===== src/rtl/accum_pkg.sv =====
// Shared constants for the accum_stream block.
// State encodings and default operand/counter widths.
package accum_pkg;

    localparam int WIDTH_DEF = 4;
    localparam int CNT_W_DEF = 4;

    localparam logic [0:0] ST_ACCUM = 1'b0;
    localparam logic [0:0] ST_HOLD  = 1'b1;

endpackage


===== src/rtl/accum_stream_if.sv =====
// Operand-in / result-out handshake bundle for accum_stream.
// slave = the accumulator, master = the surrounding logic.
interface accum_stream_if
    import accum_pkg::*;
#(
    parameter int WIDTH = WIDTH_DEF,
    parameter int CNT_W = CNT_W_DEF
) ();

    logic             in_valid;
    logic             in_ready;
    logic [WIDTH-1:0] in_data;
    logic             in_last;
    logic             out_valid;
    logic             out_ready;
    logic [WIDTH-1:0] out_sum;
    logic [CNT_W-1:0] out_carries;

    modport slave (
        input  in_valid,
        input  in_data,
        input  in_last,
        input  out_ready,
        output in_ready,
        output out_valid,
        output out_sum,
        output out_carries
    );

    modport master (
        output in_valid,
        output in_data,
        output in_last,
        output out_ready,
        input  in_ready,
        input  out_valid,
        input  out_sum,
        input  out_carries
    );

endinterface


===== src/rtl/accum_stream_add_ripple.sv =====
// Ripple-carry adder built from a chain of add1 full-adder cells.
// Purely combinational.
module add1 (
    input  logic a,
    input  logic b,
    input  logic ci,
    output logic s,
    output logic co
);

    assign s  = a ^ b ^ ci;
    assign co = (a & b) | (ci & (a ^ b));

endmodule

module add_ripple #(
    parameter int WIDTH = 4
) (
    input  logic [WIDTH-1:0] a,
    input  logic [WIDTH-1:0] b,
    input  logic             ci,
    output logic [WIDTH-1:0] s,
    output logic             co
);

    logic [WIDTH:0] c;

    assign c[0] = ci;

    for (genvar i = 0; i < WIDTH; i++) begin : g_bit
        add1 u_add1 (
            .a  (a[i]),
            .b  (b[i]),
            .ci (c[i]),
            .s  (s[i]),
            .co (c[i+1])
        );
    end

    assign co = c[WIDTH];

endmodule


===== src/rtl/accum_stream.sv =====
// Packet accumulator: sums beats, reports sum and carry count per packet.
// Define ACCUM_SAT_EN to clamp the sum to all-ones after the first carry.
module accum_stream
    import accum_pkg::*;
#(
    parameter int WIDTH = WIDTH_DEF,
    parameter int CNT_W = CNT_W_DEF
) (
    input  logic          clk,
    input  logic          rst_n,
    accum_stream_if.slave bus
);

    logic [0:0]       state_q;
    logic [0:0]       state_d;
    logic [WIDTH-1:0] acc_q;
    logic [WIDTH-1:0] acc_d;
    logic [CNT_W-1:0] cnt_q;
    logic [CNT_W-1:0] cnt_d;
    logic [WIDTH-1:0] sum_q;
    logic [CNT_W-1:0] car_q;
    logic             rdy_q;
    logic             vld_q;
    logic [WIDTH-1:0] s;
    logic             co;
    logic             in_fire;
    logic             out_fire;

    add_ripple #(.WIDTH(WIDTH)) u_add (
        .a  (acc_q),
        .b  (bus.in_data),
        .ci (1'b0),
        .s  (s),
        .co (co)
    );

    assign in_fire  = bus.in_valid & rdy_q;
    assign out_fire = vld_q & bus.out_ready;

    always_comb begin
        cnt_d = cnt_q;
        if (co && (cnt_q != '1)) begin
            cnt_d = cnt_q + 1'b1;
        end
    end

`ifdef ACCUM_SAT_EN
    logic ov_q;
    logic ov_d;

    // once overflowed, the sum is pinned at all-ones
    always_comb begin
        ov_d  = ov_q | co;
        acc_d = ov_d ? '1 : s;
    end

    always_ff @(posedge clk or negedge rst_n) begin
        if (!rst_n) begin
            ov_q <= 1'b0;
        end else if (in_fire) begin
            ov_q <= bus.in_last ? 1'b0 : ov_d;
        end
    end
`else
    always_comb begin
        acc_d = s;
    end
`endif

    always_comb begin
        state_d = state_q;
        unique case (1'b1)
            in_fire && bus.in_last: state_d = ST_HOLD;
            out_fire:               state_d = ST_ACCUM;
            default:                state_d = state_q;
        endcase
    end

    always_ff @(posedge clk or negedge rst_n) begin
        if (!rst_n) begin
            state_q <= ST_ACCUM;
            acc_q   <= '0;
            cnt_q   <= '0;
            sum_q   <= '0;
            car_q   <= '0;
            rdy_q   <= 1'b0;
            vld_q   <= 1'b0;
        end else begin
            state_q <= state_d;
            rdy_q   <= (state_d == ST_ACCUM);
            vld_q   <= (state_d == ST_HOLD);
            if (in_fire) begin
                if (bus.in_last) begin
                    sum_q <= acc_d;
                    car_q <= cnt_d;
                    acc_q <= '0;
                    cnt_q <= '0;
                end else begin
                    acc_q <= acc_d;
                    cnt_q <= cnt_d;
                end
            end
        end
    end

    assign bus.in_ready    = rdy_q;
    assign bus.out_valid   = vld_q;
    assign bus.out_sum     = sum_q;
    assign bus.out_carries = car_q;

endmodule

===== src/flat_wrapper.sv =====
// flat-port wrapper written by rule: the top's interface ports become plain ports
module accum_stream_flat import accum_pkg::*;
#(
    parameter int WIDTH = WIDTH_DEF,
    parameter int CNT_W = CNT_W_DEF
)
  (clk, rst_n, bus_in_valid, bus_in_data, bus_in_last, bus_out_ready, bus_in_ready, bus_out_valid, bus_out_sum, bus_out_carries);
  accum_stream_if #(.WIDTH(WIDTH), .CNT_W(CNT_W)) bus_i ();
  input  logic clk;
  input  logic rst_n;
  input wire logic [$bits(bus_i.in_valid)-1:0] bus_in_valid;
  input wire logic [$bits(bus_i.in_data)-1:0] bus_in_data;
  input wire logic [$bits(bus_i.in_last)-1:0] bus_in_last;
  input wire logic [$bits(bus_i.out_ready)-1:0] bus_out_ready;
  output wire logic [$bits(bus_i.in_ready)-1:0] bus_in_ready;
  output wire logic [$bits(bus_i.out_valid)-1:0] bus_out_valid;
  output wire logic [$bits(bus_i.out_sum)-1:0] bus_out_sum;
  output wire logic [$bits(bus_i.out_carries)-1:0] bus_out_carries;
  assign bus_i.in_valid = bus_in_valid;
  assign bus_i.in_data = bus_in_data;
  assign bus_i.in_last = bus_in_last;
  assign bus_i.out_ready = bus_out_ready;
  assign bus_in_ready = bus_i.in_ready;
  assign bus_out_valid = bus_i.out_valid;
  assign bus_out_sum = bus_i.out_sum;
  assign bus_out_carries = bus_i.out_carries;
  accum_stream #(.WIDTH(WIDTH), .CNT_W(CNT_W)) u_core (.clk(clk), .rst_n(rst_n), .bus(bus_i));
endmodule

===== config.mk =====
export PLATFORM = sky130hd
export DESIGN_NAME = accum_stream_flat
export DESIGN_NICKNAME = d
export VERILOG_FILES = /design/src/rtl/accum_pkg.sv /design/src/rtl/accum_stream_if.sv /design/src/rtl/accum_stream_add_ripple.sv /design/src/rtl/accum_stream.sv /design/src/flat_wrapper.sv
export SDC_FILE = /design/constraint.sdc
export NUM_CORES = 1
export LEC_CHECK = 0
export ABC_AREA = 1
export BUFFER_PORTS_ARGS = -buffer_cell sky130_fd_sc_hd__buf_2
export CAP_MARGIN = 20
export CORE_AREA = 8 8 52 54
export CTS_CLUSTER_SIZE = 12
export DETAILED_ROUTE_END_ITERATION = 16
export DIE_AREA = 0 0 60 62
export GPL_TIMING_DRIVEN = 0
export PLACE_DENSITY = 0.8
export SYNTH_ARGS = -nofsm -noshare
export SYNTH_HDL_FRONTEND = slang
export SYNTH_SLANG_ARGS = --single-unit

===== constraint.sdc =====
create_clock -name clk -period 2.75 [get_ports clk]
set_clock_uncertainty 0.05 [all_clocks]
set_input_delay 0.1375 -clock clk [delete_from_list [all_inputs] [get_ports clk]]
set_output_delay 0.1375 -clock clk [all_outputs]
set_load 0.005 [all_outputs]

==> results of run 1 <==
-- logic make-up (layout without fill, tap and decap cells) --
family,Yosys count,after routing,share of synthesized area
AND/OR/NAND/NOR,41,41,0.222
AO/OA/AOI/OAI,12,12,0.0880
buffers and inverters,20,43,0.0922
adder cells (fa/ha/maj),5,5,0.0950
flip-flops,18,18,0.503
-- path summary, 6_finish.rpt --
path                                            from                        end  slack, ps  cells past startpoint
setup / recovery                     u_core.acc_q[0]  u_core.bus.out_carries[3]        390                      9
hold / removal                         bus_out_ready             u_core.state_q         30                      2
setup reg to reg                     u_core.acc_q[0]  u_core.bus.out_carries[3]        390                      9
hold reg to reg            u_core.bus.out_carries[1]  u_core.bus.out_carries[1]        430                      2
max in group asynchronous                      rst_n            u_core.acc_q[3]       2110                      2
min in group asynchronous                      rst_n      u_core.bus.out_sum[0]        250                      2
-- state kept, by name, summed over array words and instances (netlist names) --
| register | flops |
|---|---|
| u_core.bus.out_sum | 4 |
| u_core.acc_q | 4 |
| u_core.cnt_q | 4 |
| u_core.bus.in_ready | 1 |
| u_core.bus.out_carries | 4 |
| u_core.state_q | 1 |
-- power breakdown --
group / internal, mW / total, mW / switching [mW]
clock: 0.0805 / 0.160 / 0.0791
sequential: 0.330 / 0.363 / 0.0328
combinational: 0.110 / 0.250 / 0.139
-- through the flow --
step	area [sq um]	hold WS [ps]	util
after CTS	1070	17.4	0.561
after detailed placement	1020	38.8	0.536
after global routing	1070	33.1	0.561
final	1070	26.6	0.561
after floorplan	896	-208	-
after global placement	1020	33.3	0.536
-- area by class of cell --
class	count	area [sq um]	share of cell area
Sequential cell	18	450	0.423
Multi-Input combinational cell	58	363	0.340
Timing Repair Buffer	19	100	0.0939
Inverter	19	71.3	0.0669
Clock buffer	4	36.3	0.0340
Tap cell	27	33.8	0.0317
Buffer	1	11.3	0.0106
-- placed cells by master, fill, tap and decap left out --
master,count
clkbuf_8,1
buf_2,18
nor2_4,2
o22ai_1,3
inv_1,17
dfrtp_1,18
nand2_2,3
o21ai_0,5
nand3b_1,1
dlygate4sd3_1,1
fa_1,3
nand2_1,21
nand3_1,11
clkbuf_4,3
o21ai_2,4
buf_6,1
nor2_1,1
ha_1,2
inv_2,2
nand4_1,2
-- routing by layer --
| metal | GRT usage | vias to the layer above | part of all wire |
|---|---|---|---|
| met1 | 0.113 | 332 | 0.42 |
| met3 | 0.0267 | 2 | 0.054 |
| met4 | 0.0612 | 0 | 0.0082 |
| met2 | 0.198 | 16 | 0.51 |
| li1 | - | 349 | - |
| met5 | 0 | - | 0 |
==> run metrics, run 1 <==
number of max-cap violations=0; Async SR Flop Fraction=1.00; Horiz. Die Dim=60 microns; max_slew headroom=0.733; Die H=62 microns; crit-path most repeated cell=fa_1; DRC Markers=0; synth unique cells=16; CP max-delay cell=fa_1; Syn Nets=110; Routed Wire Length=1.72 mm; sum of negative setup slack=0 ps; first-pass GRT wire length=3.07 mm; slowest stage delay, CP=390 ps; LEAKAGE=0.561 nW; Total GRT Usage=0.109; Final Slew Violations=0; fin cells=146; CTS Hold Bufs=1; EDFF count, synth=0; initial core utilization=0.471; largest area contributor in the netlist=dfrtp_1; Synth top area share=0.503; CP arrival=2490 ps; CP endpoint kind=flip-flop; I/O Pins=19; initial antenna violation count=0; core area=1900 sq um; largest net degree at the start of global routing=19; Final Power=0.772 mW; vias in the first global route=752; Fill cells=178; H-tree levels=1; dpl cells=141; period utilisation layout=0.857; Slew @ Worst Pin=401 ps; Wirelength per Cell=11.8 microns; row count=16; Bufs on Longest Clock Path=2; Worst EP required=2880 ps; worst min path class=input pin to flip-flop; sequential area share after synthesis=0.503; clock buffer count from CTS=3; fmax=424 MHz; antenna-violating nets left=0; #FFs+latches synth=18; min cycle time layout=2360 ps; layout cell share with drive strength beyond 1=0.286; Mapped Area=896 sq um; pwr/cell area=724 nW/um^2; most common cell in the netlist=nand2_1; dominant synthesized flop cell=dfrtp_1; routed vias=699; Setup WS pre-CTS=419 ps; drt pass-1 iters=6; Layout Nets=134; final hold violation count=0; insertion delay of the later-clocked pin in the worst-skew pair=290 ps; outcome=finished clean; CTS tree=built; Synth Area per Inst=9.33 sq um; Clock transition at path regs=110 ps; hpwl dp=1.31 mm; CTS Root Cell=clkbuf_4; GRT overflow=0; worst path bufs/invs=2; RSZ-0062 raised after global routing=no; peak supply drop=429 uV; CP Class=flip-flop to flip-flop; nature of the critical path startpoint=flip-flop; Area contributors post-synth=dfrtp_1, nand2_1, inv_1, fa_1, nand3_1; worst-path cell chain=ha_1, inv_1, fa_1, fa_1, fa_1, inv_1, nand4_1, nand3_1, nand2_1; RePlAce Congestion=0.827; Via density=4.79; clk sinks=18; synthesis-to-finish area growth=19.0%; Post-CTS Setup Bufs=0; Synth warnings=0; post-CTS sizing=0; gate count after technology mapping=96; # port buffers=18; First DRT Iteration DRCs=20; die area=3720 sq um; Crit path max-delay family=adder cells; Critical Path Fanout Max=7; fin worst setup slack=392 ps; Synth top cells by count=nand2_1, dfrtp_1, inv_1; n_diodes=0; Final setup viols=0
Note: power is estimated with default switching activity, not from simulation.
==> inputs of run 2 (changes only) <==
==> constraint.sdc (replaced) <==
create_clock -name clk -period 2.2 [get_ports clk]
set_clock_uncertainty 0.05 [all_clocks]
set_input_delay 0.11 -clock clk [delete_from_list [all_inputs] [get_ports clk]]
set_output_delay 0.11 -clock clk [all_outputs]
set_load 0.005 [all_outputs]
==> run 2 against run 1 <==
Effect of this change: clock power up 26%; register-to-register slack worse by 350 ps; hold slack better by 78 ps; die area unchanged; non-clock buffer count up 2; final area up 2.8%; routed wire length up 3.5%.
==> run metrics, run 2 (synthesized netlist as in run 1, its figures left out) <==
row count=16; core area=1900 sq um; pwr/cell area=909 nW/um^2; insertion delay of the later-clocked pin in the worst-skew pair=290 ps; fin worst setup slack=41.8 ps; sum of negative setup slack=0 ps; Via density=4.76; Critical Path Fanout Max=7; Clock transition at path regs=110 ps; DRC Markers=0; CTS tree=built; Die H=62 microns; CTS Root Cell=clkbuf_4; Finished Core Util=0.576; clk sinks=18; clock buffer count from CTS=3; I/O Pins=19; peak supply drop=553 uV; RSZ-0062 raised after global routing=yes; Wirelength per Cell=12.0 microns; First DRT Iteration DRCs=34; CP arrival=2300 ps; Total GRT Usage=0.110; nature of the critical path startpoint=flip-flop; final hold violation count=0; H-tree levels=1; GRT overflow=0; Final Slew Violations=0; min cycle time layout=2160 ps; Routed Wire Length=1.78 mm; Placed Area=1020 sq um; met3 routed WL=97 microns; slowest stage delay, CP=370 ps; commonest cells after routing, fill and taps aside=nand2_1, buf_2, dfrtp_1; max layer used=met4; worst-path cell chain=ha_1, inv_1, fa_2, fa_2, fa_2, inv_4, nand4_1, nand3_1, nand2_1; Bufs on Longest Clock Path=2; CP Class=flip-flop to flip-flop; Setup WS pre-CTS=-131 ps; crit-path most repeated cell=fa_2; vias in the first global route=758; hpwl dp=1.31 mm; # port buffers=18; Final Power=0.996 mW; max_slew headroom=0.733; leading cell type in the layout, fill and taps excluded=nand2_1; n_diodes=0; die area=3720 sq um; synthesis-to-finish area growth=22.3%; outcome=finished clean; initial core utilization=0.471; period utilisation layout=0.981; worst min path class=input pin to flip-flop; initial antenna violation count=0; CP endpoint kind=flip-flop; largest net degree at the start of global routing=19; metal2 WL=903 microns; antenna-violating nets left=0; fmax=463 MHz; RePlAce Congestion=0.827; layout cell share with drive strength beyond 1=0.331; first-pass GRT wire length=3.13 mm; design area=1100 sq um; routed vias=704; number of max-cap violations=0; Final setup viols=0; CP max-delay cell=dfrtp_1; Horiz. Die Dim=60 microns; Worst EP required=2340 ps; Slew @ Worst Pin=401 ps; Layout Nets=136; r2r setup slk=40 ps; drt pass-1 iters=4; M1 WL=760 microns; LEAKAGE=0.567 nW
## run 2: cell count changes in the layout (fill, tap and decap cells not counted), sizes merged
cell	before	now
buf	19	20
dlygate4sd3	1	2
## run 2: report_power, final
group	internal (mW)	switching, mW
registers	0.412	0.0418
logic	0.155	0.186
clock network	0.101	0.101
## run 2: routing by layer
metal	track usage	vias to the layer above
met5	0	-
met4	0.0442	0
met3	0.0267	2
met2	0.205	14
li1	-	356
met1	0.118	332
## run 2: final timing paths
check,startpoint,end,cells past startpoint
max reg2reg,u_core.acc_q[0],u_core.cnt_q[3],9
max,u_core.acc_q[0],u_core.cnt_q[3],9
max in group asynchronous,rst_n,u_core.bus.out_sum[3],2
min,bus_in_last,u_core.cnt_q[3],4
min in group asynchronous,rst_n,u_core.bus.out_sum[0],2
min reg2reg,u_core.bus.out_carries[1],u_core.bus.out_carries[1],2
## run 2: area by class of cell
| class | count | area (sq um) |
|---|---|---|
| buffer | 1 | 11.3 |
| clock buffer | 4 | 36.3 |
| fill | 175 | 806 |
| inverter | 19 | 73.8 |
| multi-input combinational | 58 | 373 |
| sequential | 18 | 450 |
| tap | 27 | 33.8 |
| timing repair buffer | 21 | 118 |
## run 2: critical path, delay by kind of cell, from the launching register on
kind / cells / cell delay, ps
adders and majority gates: 4 / 1180
buffers and inverters: 2 / 150
and+or+nand+nor: 3 / 300
DFF: 1 / 370
## run 2: timing repair
item / 4_1_cts / 5_1_grt
pin swaps: 2 / 0
endpoints found under the setup margin: 8 / 8
resized for setup: 4 / 3
hold buffers: 2 / 0
endpoints found under the hold margin: 19 / 0
setup buffers: 1 / 0
## run 2: stage by stage
step / hold slack (ps) / cells
after floorplan: -236 / 96
after global placement: 5.77 / 141
after detailed placement: 11.3 / 141
after CTS: 101 / 148
after global routing: 118 / 148
final: 104 / 148
